$ cat config.mk
export PLATFORM = sky130hd
export DESIGN_NAME = neopixel_receiver
export DESIGN_NICKNAME = d
export VERILOG_FILES = /design/src/rtl/neopixel_receiver.sv
export SDC_FILE = /design/constraint.sdc
export NUM_CORES = 1
export LEC_CHECK = 0
export ABC_CLOCK_PERIOD_IN_PS = 3500
export CORE_MARGIN = 4
export CORE_UTILIZATION = 59
export CTS_CLUSTER_SIZE = 24
export DETAILED_ROUTE_END_ITERATION = 10
export GPL_ROUTABILITY_DRIVEN = 0
export PLACE_DENSITY = 0.87
export SLEW_MARGIN = 20
export SYNTH_ARGS = -nofsm -noshare
export SYNTH_HDL_FRONTEND = slang
export SYNTH_SLANG_ARGS = --single-unit
$ cat constraint.sdc
create_clock -name clock -period 3.5 [get_ports clock]
set_input_delay 0.7 -clock clock [delete_from_list [all_inputs] [get_ports clock]]
set_output_delay 0.7 -clock clock [all_outputs]
set_load 0.01 [all_outputs]
$ cat src/rtl/neopixel_receiver.sv
// WS2812-style one-wire receiver: decodes 24-bit pixel words from high-pulse widths,
// detects the latch gap and forwards the bits after the first word downstream.
module neopixel_receiver #(
    parameter int unsigned THRESH       = 27,
    parameter int unsigned MIN_HIGH     = 5,
    parameter int unsigned MAX_HIGH     = 100,
    parameter int unsigned RESET_CYCLES = 2500,
    parameter int unsigned CW           = 12
) (
    input  logic        clock,
    input  logic        reset,
    input  logic        neopixel_in,
    output logic [23:0] pixel_data,
    output logic        pixel_valid,
    output logic        frame_end,
    output logic        error,
    output logic        neopixel_out
);

    localparam int unsigned BW = 5;
    localparam logic [CW-1:0] CNT_MAX = '1;

    typedef enum logic [1:0] {IDLE, LOW, HIGH, WAIT_GAP} state_t;

    state_t        state_q, state_d;
    logic          sync1_q, s_q, prev_q;
    logic [CW-1:0] high_cnt_q, high_cnt_d;
    logic [CW-1:0] low_cnt_q, low_cnt_d;
    logic [BW-1:0] bit_cnt_q, bit_cnt_d;
    logic          captured_q, captured_d;
    logic [23:0]   shift_q, shift_d;
    logic [23:0]   pixel_data_q, pixel_data_d;
    logic          valid_pend_q, valid_pend_d;
    logic          pixel_valid_q, pixel_valid_d;
    logic          frame_end_q, frame_end_d;
    logic          error_q, error_d;
    logic          neopixel_out_q, neopixel_out_d;

    logic          rise, fall, bit_v;
    logic [CW-1:0] low_inc, high_inc;

    assign rise     = s_q & ~prev_q;
    assign fall     = ~s_q & prev_q;
    assign low_inc  = (low_cnt_q == CNT_MAX) ? low_cnt_q : low_cnt_q + CW'(1);
    assign high_inc = (high_cnt_q == CNT_MAX) ? high_cnt_q : high_cnt_q + CW'(1);

    // Next-state and output decode
    always_comb begin
        state_d        = state_q;
        high_cnt_d     = high_cnt_q;
        low_cnt_d      = low_cnt_q;
        bit_cnt_d      = bit_cnt_q;
        captured_d     = captured_q;
        shift_d        = shift_q;
        pixel_data_d   = pixel_data_q;
        valid_pend_d   = 1'b0;
        pixel_valid_d  = valid_pend_q;
        frame_end_d    = 1'b0;
        error_d        = 1'b0;
        bit_v          = 1'b0;

        case (state_q)
            IDLE, LOW: begin
                if (rise) begin
                    high_cnt_d = CW'(1);
                    low_cnt_d  = '0;
                    state_d    = HIGH;
                end else if (!s_q) begin
                    low_cnt_d = low_inc;
                    if (state_q == LOW && low_inc == CW'(RESET_CYCLES)) begin
                        frame_end_d = (bit_cnt_q != '0) || captured_q;
                        error_d     = (bit_cnt_q != '0) && !captured_q;
                        bit_cnt_d   = '0;
                        captured_d  = 1'b0;
                        state_d     = IDLE;
                    end
                end
            end
            HIGH: begin
                if (s_q) begin
                    high_cnt_d = high_inc;
                    if (high_inc > CW'(MAX_HIGH)) begin
                        error_d   = 1'b1;
                        bit_cnt_d = '0;
                        low_cnt_d = '0;
                        state_d   = WAIT_GAP;
                    end
                end else if (fall) begin
                    state_d = LOW;
                    if (high_cnt_q < CW'(MIN_HIGH)) begin
                        low_cnt_d = '0;
                    end else begin
                        low_cnt_d = CW'(1);
                        bit_v     = (high_cnt_q >= CW'(THRESH));
                        // Once a word is captured, further bits are only forwarded
                        if (!captured_q) begin
                            shift_d = {shift_q[22:0], bit_v};
                            if (bit_cnt_q == BW'(23)) begin
                                pixel_data_d = shift_d;
                                valid_pend_d = 1'b1;
                                captured_d   = 1'b1;
                                bit_cnt_d    = '0;
                            end else begin
                                bit_cnt_d = bit_cnt_q + BW'(1);
                            end
                        end
                    end
                end
            end
            WAIT_GAP: begin
                if (s_q) begin
                    low_cnt_d = '0;
                end else begin
                    low_cnt_d = low_inc;
                    if (low_inc == CW'(RESET_CYCLES)) begin
                        captured_d = 1'b0;
                        state_d    = IDLE;
                    end
                end
            end
            default: state_d = IDLE;
        endcase

        neopixel_out_d = s_q & captured_d & (state_d != WAIT_GAP);
    end

    // Synchronizer resets high so a line already high at reset release is not seen as a rise
    always_ff @(posedge clock or posedge reset) begin
        if (reset) begin
            sync1_q        <= 1'b1;
            s_q            <= 1'b1;
            prev_q         <= 1'b1;
            state_q        <= IDLE;
            high_cnt_q     <= '0;
            low_cnt_q      <= '0;
            bit_cnt_q      <= '0;
            captured_q     <= 1'b0;
            shift_q        <= '0;
            pixel_data_q   <= '0;
            valid_pend_q   <= 1'b0;
            pixel_valid_q  <= 1'b0;
            frame_end_q    <= 1'b0;
            error_q        <= 1'b0;
            neopixel_out_q <= 1'b0;
        end else begin
            sync1_q        <= neopixel_in;
            s_q            <= sync1_q;
            prev_q         <= s_q;
            state_q        <= state_d;
            high_cnt_q     <= high_cnt_d;
            low_cnt_q      <= low_cnt_d;
            bit_cnt_q      <= bit_cnt_d;
            captured_q     <= captured_d;
            shift_q        <= shift_d;
            pixel_data_q   <= pixel_data_d;
            valid_pend_q   <= valid_pend_d;
            pixel_valid_q  <= pixel_valid_d;
            frame_end_q    <= frame_end_d;
            error_q        <= error_d;
            neopixel_out_q <= neopixel_out_d;
        end
    end

    assign pixel_data   = pixel_data_q;
    assign pixel_valid  = pixel_valid_q;
    assign frame_end    = frame_end_q;
    assign error        = error_q;
    assign neopixel_out = neopixel_out_q;

endmodule

==> results_dict.tcl <==
set metrics [dict create \
    status "complete, no violations" \
    synth.most_common_cell "dfrtp_1" \
    wl_met2_um 4580 \
    area_delta_synth_final_pct 12.0 \
    synth_top_family_by_area "simple AND/OR/NAND/NOR gates" \
    fmax_ghz 0.326 \
    cts_hold_buf 0 \
    synth_cell_types 67 \
    yosysTopAreaCellShare 0.465 \
    synthTopCellsByCount "84 x dfrtp_1, 47 x mux2_2, 30 x nor2_1" \
    drv_cap 0 \
    tightestPinTransition_ns 0.760 \
    start_kind "flip-flop" \
    tritoncts "yes" \
    fp-row-count 31 \
    via_per_inst 6.36 \
    grt_pass1_wl_um 16300 \
    relSlewSlack 0.490 \
    synth_ff_type "dfrtp_1" \
    drc 0 \
    worstPathRequired_ns 3.77 \
    placed_area_um2 4860 \
    wl_met1_um 3970 \
    pin_count 31 \
    path_max_fanout 9 \
    synth_top_cells_by_area "dfrtp_1 47%, mux2_2 12%, a21oi_1 2.7%" \
    fin_area_um2 5060 \
    ctsResizeCount 0 \
    cts_max_level 3 \
    crit_family "simple AND/OR/NAND/NOR gates" \
    vias 3526 \
    worst_slack_ns 0.437 \
    fillers 483 \
    die_area_um2 9120 \
    wl_met3_um 887 \
    muxShareOfSynthArea 0.119 \
    final_nets 458 \
    synth_warnings 0 \
    synth_compound_area_frac 0.156 \
    ys_seq_area_frac 0.483 \
    pre_cts_ws_ns 0.488 \
    setup.worst_path.end_class "flip-flop" \
    antenna_cells 0 \
    post-route-min-period_ns 3.06 \
    ys_seq_elements 87 \
    cts-root-buf "clkbuf_8" \
    setup_viol 0 \
    grt_max_degree 34 \
    top_layer "met4" \
    avgSynthCellArea_um2 10.5 \
    slew_violations 0 \
    syn_inst 431 \
    rsz0062_at_grt "false" \
    wirelength_um 9620 \
    antenna_found_initial 0 \
    clkSinkCount 87 \
    crit_type "flip-flop to flip-flop" \
    synth_edf_count 0 \
    core_um2 7330 \
    post-dp-hpwl_um 6660 \
    syn_area_um2 4520 \
    post_cts_buffers 0 \
    fin_tns_setup_ns 0 \
    synth_adder_area_share 0.0139 \
    powerDensity_nw_per_um2 423 \
    hold_viol 0 \
    final.period_utilization 0.875 \
    synth_top_area_cell "dfrtp_1" \
    drt_first_pass_iters 6 \
    p_leak_nw 2.24 \
    ant_nets 0 \
    cts_buffer_depth 2 \
    cp_data_arrival_time_ns 3.33 \
    fin_util 0.690 \
    overflow 0 \
    io_buffers 30 \
    track_usage 0.232 \
    start_util 0.616 \
    clk_latency_ns 0.37 \
    cp_cell_sequence "ha_1 > nand4_1 > nor4_4 > o31ai_1 > a32oi_2 > nor3_1 > buf_4 > or2_1 > o22a_1" \
    critical_path.slowest_cell "nor4_4" \
    async_flop_share 1.00 \
    drt_iter0_markers 249 \
    synth-xor-area-share 0.00776 \
    max_stage_delay_ns 0.53 \
    fp.dieH_um 95.5 \
    grt_pass1_vias 3332 \
    critPathBufInv 1 \
    crit_start "high_cnt_q[0]" \
    synthSimpleGateAreaFrac 0.175 \
    irDropWorstVdd_mv 0.332 \
    cts_buffers 9 \
    wl_per_cell_um 17.4 \
    synthesis.nets 439 \
    skew_ns 0.00904 \
    die_w_um 95.5 \
    drive_gt1_frac 0.187 \
    p_total_mw 2.14 \
    hold_class "flip-flop to flip-flop" \
    path_clk_slew_ns 0.09 \
    reg2reg_from "high_cnt_q[0]" \
    min_from "sync1_q" \
]
-- worst paths after layout --
kind | to | slack, ns | depth (start not counted)
max in group asynchronous | prev_q | 2.12 | 3
min in group asynchronous | pixel_data[0] | 0.68 | 2
max | low_cnt_q[6] | 0.44 | 9
min reg2reg | s_q | 0.36 | 0
max reg2reg | low_cnt_q[6] | 0.44 | 9
min | s_q | 0.36 | 0
-- where the power goes --
group / internal (mW) / total, mW / switching, mW
logic: 0.120 / 0.308 / 0.188
clock network: 0.339 / 0.717 / 0.378
registers: 1.04 / 1.12 / 0.0735
total: 1.50 / 2.14 / 0.639
-- layout by cell type, fill, tap and decap left out, drive strengths merged, types with 3 or more instances in the layout --
| cell | count |
|---|---|
| and3 | 7 |
| nor2 | 30 |
| a211oi | 3 |
| a31oi | 3 |
| a21oi | 24 |
| dfrtp | 84 |
| nand2 | 25 |
| o21ai | 21 |
| and4 | 4 |
| a22o | 5 |
| nand4b | 3 |
| o211a | 3 |
| o31ai | 8 |
| a2bb2oi | 4 |
| clkbuf | 11 |
| o22a | 3 |
| and2 | 4 |
| nor3 | 17 |
| mux2 | 47 |
| nor4 | 6 |
| a21o | 4 |
| clkdlybuf4s50 | 30 |
| nand3 | 12 |
| o22ai | 3 |
| buf | 8 |
| or2 | 4 |
| dfstp | 3 |
| nor4b | 3 |
| inv | 15 |
| ha | 5 |
| nand2b | 4 |
| nand4 | 13 |
-- layout make-up --
| cell class | instances | area [µm²] | share of cell area |
|---|---|---|---|
| clock buffers | 11 | 131 | 0.0260 |
| flip-flops and latches | 87 | 2180 | 0.431 |
| inverters | 14 | 53.8 | 0.0106 |
| well taps | 99 | 124 | 0.0245 |
| multi-input cells | 300 | 2140 | 0.423 |
| repair buffers | 38 | 360 | 0.0713 |
| clock inverters | 5 | 66.3 | 0.0131 |
-- per-layer routing --
metal / up-vias / GRT usage
met3: 25 / 0.0805
met1: 1672 / 0.306
met4: 0 / 0.0829
met5: - / 0
met2: 195 / 0.356
li1: 1634 / -
-- registers in the layout, indices dropped and copies added (netlist names), 2 cells and up --
register and count:
bit_cnt_q 5, high_cnt_q 12, low_cnt_q 12, pixel_data 24
shift_q 23, state_q 2
-- cell families (layout without fill, tap and decap cells) --
logic type,count (synthesis),after routing
AOI/OAI and AO/OA,102,102
DFF,87,87
xor gates and xnor gates,4,4
and+or+nand+nor,141,141
adders and majority gates,5,5
buffers and inverters,44,68
muxes,48,48
-- stage by stage --
stage               hold slack [ns]  cells
finish                        0.360    554
global route                  0.366    554
CTS                           0.365    554
detailed placement            0.351    538
global placement              0.332    538
floorplan                     0.331    431
No activity file was read; power rests on OpenSTA's default activity.
